--- src/rtl/cache_arb_pkg.sv ---
// Shared types and default sizing for the cache/memory arbiter.
package cache_arb_pkg;

  localparam int unsigned ADDR_W_DEF  = 16;
  localparam int unsigned DATA_W_DEF  = 32;
  localparam int unsigned MEM_LAT_DEF = 4;
  localparam int unsigned CTR_W_DEF   = 3;

  typedef enum logic [1:0] {
    IDLE   = 2'd0,
    ACCESS = 2'd1,
    DONE   = 2'd2
  } arb_state_t;

endpackage

--- src/rtl/arb_wait_ctr.sv ---
// Load/decrement wait counter timing the memory access window.
module arb_wait_ctr #(
  parameter int unsigned CTR_W = 3
) (
  input  logic             clk,
  input  logic             reset,
  input  logic             ld,
  input  logic [CTR_W-1:0] ld_val,
  output logic             zero
);

  logic [CTR_W-1:0] cnt;

  always_ff @(posedge clk or posedge reset) begin
    if (reset)
      cnt <= '0;
    else if (ld)
      cnt <= ld_val;
    else if (cnt != '0)
      cnt <= cnt - CTR_W'(1);
  end

  assign zero = (cnt == '0);

endmodule

--- src/rtl/cache_mem_arbiter.sv ---
// Two-port (I-cache / D-cache) arbiter for a single fixed-latency memory port.
// Define ARB_ROUND_ROBIN_EN for round-robin tie breaking; default is fixed priority to port 0.
module cache_mem_arbiter
  import cache_arb_pkg::*;
#(
  parameter int unsigned ADDR_W  = ADDR_W_DEF,
  parameter int unsigned DATA_W  = DATA_W_DEF,
  parameter int unsigned MEM_LAT = MEM_LAT_DEF,
  parameter int unsigned CTR_W   = CTR_W_DEF
) (
  input  logic              clk,
  input  logic              reset,
  input  logic              req0_strobe,
  input  logic              req0_rw,
  input  logic [ADDR_W-1:0] req0_addr,
  input  logic [DATA_W-1:0] req0_wdata,
  output logic              req0_rdy,
  output logic [DATA_W-1:0] req0_rdata,
  input  logic              req1_strobe,
  input  logic              req1_rw,
  input  logic [ADDR_W-1:0] req1_addr,
  input  logic [DATA_W-1:0] req1_wdata,
  output logic              req1_rdy,
  output logic [DATA_W-1:0] req1_rdata,
  output logic              mem_strobe,
  output logic              mem_rw,
  output logic [ADDR_W-1:0] mem_addr,
  output logic [DATA_W-1:0] mem_wdata,
  input  logic [DATA_W-1:0] mem_rdata,
  output logic              busy,
  output logic              grant_id
);

  arb_state_t        state, state_n;
  logic              win;
  logic              ld;
  logic              zero;
  logic              grant_n;
  logic              rdy0_n, rdy1_n, strobe_n, rw_n;
  logic [ADDR_W-1:0] addr_n;
  logic [DATA_W-1:0] wdata_n, rdata0_n, rdata1_n;

  arb_wait_ctr #(.CTR_W(CTR_W)) u_wait_ctr (
    .clk    (clk),
    .reset  (reset),
    .ld     (ld),
    .ld_val (CTR_W'(MEM_LAT - 1)),
    .zero   (zero)
  );

`ifdef ARB_ROUND_ROBIN_EN
  logic last_grant;

  always_ff @(posedge clk or posedge reset) begin
    if (reset)
      last_grant <= 1'b1;
    else if (ld)
      last_grant <= grant_n;
  end

  always_comb begin
    win = 1'b0;
    if (req0_strobe && req1_strobe)
      win = ~last_grant;
    else
      win = req1_strobe;
  end
`else
  always_comb begin
    win = 1'b0;
    win = ~req0_strobe;
  end
`endif

  always_ff @(posedge clk or posedge reset) begin
    if (reset)
      state <= IDLE;
    else
      state <= state_n;
  end

  // Next state plus next values of every registered output; mem_* double as the request latch.
  always_comb begin
    state_n  = state;
    ld       = 1'b0;
    grant_n  = grant_id;
    rdy0_n   = 1'b0;
    rdy1_n   = 1'b0;
    strobe_n = 1'b0;
    rw_n     = mem_rw;
    addr_n   = mem_addr;
    wdata_n  = mem_wdata;
    rdata0_n = req0_rdata;
    rdata1_n = req1_rdata;
    case (state)
      IDLE: begin
        if (req0_strobe || req1_strobe) begin
          state_n  = ACCESS;
          ld       = 1'b1;
          strobe_n = 1'b1;
          grant_n  = win;
          rw_n     = win ? req1_rw    : req0_rw;
          addr_n   = win ? req1_addr  : req0_addr;
          wdata_n  = win ? req1_wdata : req0_wdata;
        end
      end
      ACCESS: begin
        strobe_n = 1'b1;
        if (zero) begin
          state_n  = DONE;
          strobe_n = 1'b0;
          if (grant_id) begin
            rdy1_n = 1'b1;
            if (!mem_rw) rdata1_n = mem_rdata;
          end else begin
            rdy0_n = 1'b1;
            if (!mem_rw) rdata0_n = mem_rdata;
          end
        end
      end
      DONE:    state_n = IDLE;
      default: state_n = IDLE;
    endcase
  end

  always_ff @(posedge clk or posedge reset) begin
    if (reset) begin
      mem_strobe <= 1'b0;
      mem_rw     <= 1'b0;
      mem_addr   <= '0;
      mem_wdata  <= '0;
      req0_rdy   <= 1'b0;
      req1_rdy   <= 1'b0;
      req0_rdata <= '0;
      req1_rdata <= '0;
      busy       <= 1'b0;
      grant_id   <= 1'b0;
    end else begin
      mem_strobe <= strobe_n;
      mem_rw     <= rw_n;
      mem_addr   <= addr_n;
      mem_wdata  <= wdata_n;
      req0_rdy   <= rdy0_n;
      req1_rdy   <= rdy1_n;
      req0_rdata <= rdata0_n;
      req1_rdata <= rdata1_n;
      busy       <= (state_n != IDLE);
      grant_id   <= grant_n;
    end
  end

endmodule

--- config.mk ---
export PLATFORM = sky130hd
export DESIGN_NAME = cache_mem_arbiter
export DESIGN_NICKNAME = d
export VERILOG_FILES = /design/src/rtl/cache_arb_pkg.sv /design/src/rtl/arb_wait_ctr.sv /design/src/rtl/cache_mem_arbiter.sv
export SDC_FILE = /design/constraint.sdc
export NUM_CORES = 1
export LEC_CHECK = 0
export ABC_AREA = 0
export CAP_MARGIN = 25
export CORE_ASPECT_RATIO = 1.25
export CORE_UTILIZATION = 37
export CTS_CLUSTER_DIAMETER = 60
export DETAILED_ROUTE_END_ITERATION = 10
export GPL_ROUTABILITY_DRIVEN = 0
export GPL_TIMING_DRIVEN = 1
export PLACE_DENSITY = 0.81
export RECOVER_POWER = 50
export SYNTH_ARGS = -nofsm -noshare
export SYNTH_HDL_FRONTEND = slang
export SYNTH_HIERARCHICAL = 1
export SYNTH_SLANG_ARGS = --single-unit
--- constraint.sdc ---
create_clock -name clk -period 4.15 [get_ports clk]
set_clock_uncertainty 0.1 [all_clocks]
set_input_delay 0.83 -clock clk [delete_from_list [all_inputs] [get_ports clk]]
set_output_delay 0.83 -clock clk [all_outputs]
set_load 0.005 [all_outputs]
==> results.md <==
* Largest stage delay, worst path at 0.55 ns
* Vias in the first global route at 4164
* Finished layout cell area at 8640 sq um
* Ys Warns at 6
* Post-synthesis instance area at 5410 sq um
* Netlist cell types at 28
* Hold Fails Final Rpt at 0
* Pre-CTS WS at 1.44 ns
* Core Util, Final at 60.2%
* Setup WS post-layout at 1.50 ns
* TritonCTS clock tree: done
* Share of cells above drive strength 1 at 32.4%
* DRT Pass-1 Iters at 4
* Synth top area share at 56.9%
* Postcts setup bufs at 0
* Worst setup endpoint: mem_addr[4]
* 1st-iter DRT viols at 86
* Period utilization at 63.9%
* Synth area leader: dfrtp_1
* Top-count cell post-synth: mux2_2
* Crit. End Element: flip-flop
* Worst r2r path cells at 8
* Worst reg2reg setup slack at 1.57 ns
* Measured slew at the worst slew-check pin at 0.723 ns
* Synth top cells by count: mux2_2 (130), dfrtp_1 (123), mux2_4 (30), buf_6 (8), inv_1 (7)
* Num CTS Buffers at 17
* Row count at 49
* Die area at 15100 sq um
* RSZ-0062 raised after global routing: false
* Final #Nets at 734
* Placed Area at 8060 sq um
* Critical Path Fanout Max at 20
* Synth area leaders: dfrtp_1 (57%), mux2_2 (27%), mux2_4 (8.3%)
* All-Layer GR Usage at 18.1%
* Sequential-to-total area share from yosys stat at 56.9%
* CTS H-tree lvls at 4
* Worst path bufs/invs at 3
* Synth-to-Final Area Change at 59.6%
* Initial core utilization at 37.7%
* Fmax at 0.377 GHz
* Via density per instance at 4.80
* Crit path launch type: input port
* Clk_lat worst skew at 0.40 ns
* Largest net degree at the start of global routing at 64
* Max Slew Vio Count at 0
* CTS clock-pin slew for the worst setup and hold paths at 0.06 ns
* Multi-input logic area at 2150 sq um
* Placed wire-length estimate at 10.1 mm
* Slew headroom at 51.8%
* Hold Buf Count CTS at 0
* # port buffers at 251
* Clk sink count at 123
* Syn_area_per_cell at 16.0 sq um
* Crit-path cells: dlygate4sd3_1, o21ai_0, inv_1, buf_4, mux2_2
* Root buffer cell: clkbuf_16
* Post-route setup TNS at 0 ns
* Pwr dens at 704 nW/um^2
* Syn Inst Count at 339
* Final setup violation count at 0
* Ys flop type: dfrtp_1
* DRC at 0
* Routed vias at 3769
* DIE WIDTH at 110 um
* CP max-delay cell: dlygate4sd3_1
* Post-cts resize count at 0
* Final ANT Viol Nets at 0
* Post-DR wirelength/cell at 17.2 um
* Hold slack at 0.384 ns
* Worst path depth at 5
* Chip height at 137 um
* Register area at 3080 sq um
* Critical path origin: req1_strobe
* WP data required at 4.33 ns
* Reg2reg start: u_wait_ctr/cnt[0]
* FF-to-FF End: req1_rdata[10]
* Core area at 14300 sq um
* Global-route wire length before repair at 20.3 mm
* CP top delay family: buffers and inverters
* Grt ovf at 0
* Yosys reg bits at 123
* Status: complete, no violations
* Total Wirelength at 13.5 mm
* Maximum clock path buffer count at 2
* Pleak at 3.70 nW
* Hold Path Class: flip-flop to flip-flop
* Number of synthesized flops with an enable pin at 0
* Io pins at 252
* Setup CP Type: input port to flip-flop
* CP arrival at 2.83 ns
* # diodes at 0
* Initial antenna violation count at 0
* Async S/R FF share, synth at 100%
* Fillers at 1120
* Minimum clock period at 2.65 ns
* Peak supply drop at 0.000350 V
* MaxCap Viol Count at 0
## through the flow
| step | instances | total power [mW] |
|---|---|---|
| floorplan | 340 | 3.20 |
| global placement | 757 | 4.63 |
| detailed placement | 757 | 4.74 |
| CTS | 786 | 6.27 |
| global route | 786 | 6.44 |
| finish | 786 | 6.08 |
## per-layer routing
metal | GRT usage (%) | routed length [um]
met1 | 18.0 | 4840
met2 | 33.1 | 7140
met3 | 6.20 | 1120
met4 | 8.70 | 440
met5 | 0 | 0
## cells by family after synthesis
| kind of cell | after synthesis | synth area share (%) |
|---|---|---|
| adder cells (fa/ha/maj) | 2 | 0.462 |
| multiplexers | 162 | 35.8 |
| AO/OA/AOI/OAI | 8 | 0.971 |
| other | 2 | 0.139 |
| buffers and inverters | 26 | 3.24 |
| flip-flops | 123 | 56.9 |
| AND/OR/NAND/NOR | 16 | 2.57 |
## worst min-delay path by stage
stage | start | endpoint | slack [ns] | cells past startpoint
2_1_floorplan | req0_rdata[21] | req0_rdata[21] | 0.38 | 1
3_3_place_gp | req0_rdata[22] | req0_rdata[22] | 0.37 | 1
3_5_place_dp | req0_rdata[21] | req0_rdata[21] | 0.38 | 1
4_1_cts | req0_rdata[22] | req0_rdata[22] | 0.39 | 1
6_report | req0_rdata[21] | req0_rdata[21] | 0.38 | 1
5_1_grt | req0_rdata[21] | req0_rdata[21] | 0.41 | 1
## cell usage in the layout, fill, tap and decap left out, types with 2 or more instances in the layout
| master | Yosys | layout |
|---|---|---|
| o21ai_0 | 2 | 3 |
| conb_1 | 2 | 3 |
| dfrtp_1 | 123 | 123 |
| bufinv_16 | 0 | 3 |
| a21oi_1 | 2 | 2 |
| nor4b_1 | 2 | 2 |
| ha_1 | 2 | 2 |
| nand2b_1 | 2 | 2 |
| inv_1 | 7 | 8 |
| nor2b_1 | 3 | 3 |
| clkinv_2 | 0 | 2 |
| clkinvlp_4 | 0 | 2 |
| clkbuf_8 | 0 | 4 |
| mux2_2 | 130 | 130 |
| mux2_4 | 30 | 30 |
| clkbuf_16 | 0 | 17 |
| dlygate4sd3_1 | 0 | 46 |
| mux2_1 | 2 | 2 |
| clkdlybuf4s50_1 | 0 | 204 |
| nor2_1 | 2 | 2 |
| buf_4 | 3 | 4 |
## area by class of cell
cell class	instances	area share (%)
sequential	123	35.6
timing repair buffer	256	29.6
multi-input combinational	191	24.9
clock buffer	22	5.60
tap	178	2.58
clock inverter	7	1.33
inverter	9	0.420
## registers in the layout, indices dropped and copies added (netlist names)
register	count
req0_rdata	32
mem_rw	1
u_wait_ctr/cnt	3
mem_addr	16
req1_rdata	32
grant_id	1
state	2
req0_rdy	1
busy	1
mem_wdata	32
req1_rdy	1
mem_strobe	1
## worst reg2reg max path, cell delays in order, from the launching register on
cell and delay (ns):
dfrtp_1 0.40, inv_1 0.09, ha_1 0.20, nand2b_1 0.12, inv_1 0.11, nand3b_1 0.18, inv_1 0.18, nand3b_4 0.55
mux2_4 0.54
## report_power, final
group	internal (mW)	total, mW	switching [mW]
combinational	1.69	2.44	0.749
sequential	1.81	2.16	0.342
clock	0.995	1.49	0.492
total	4.50	6.08	1.58
Note: power is estimated with default switching activity, not from simulation.
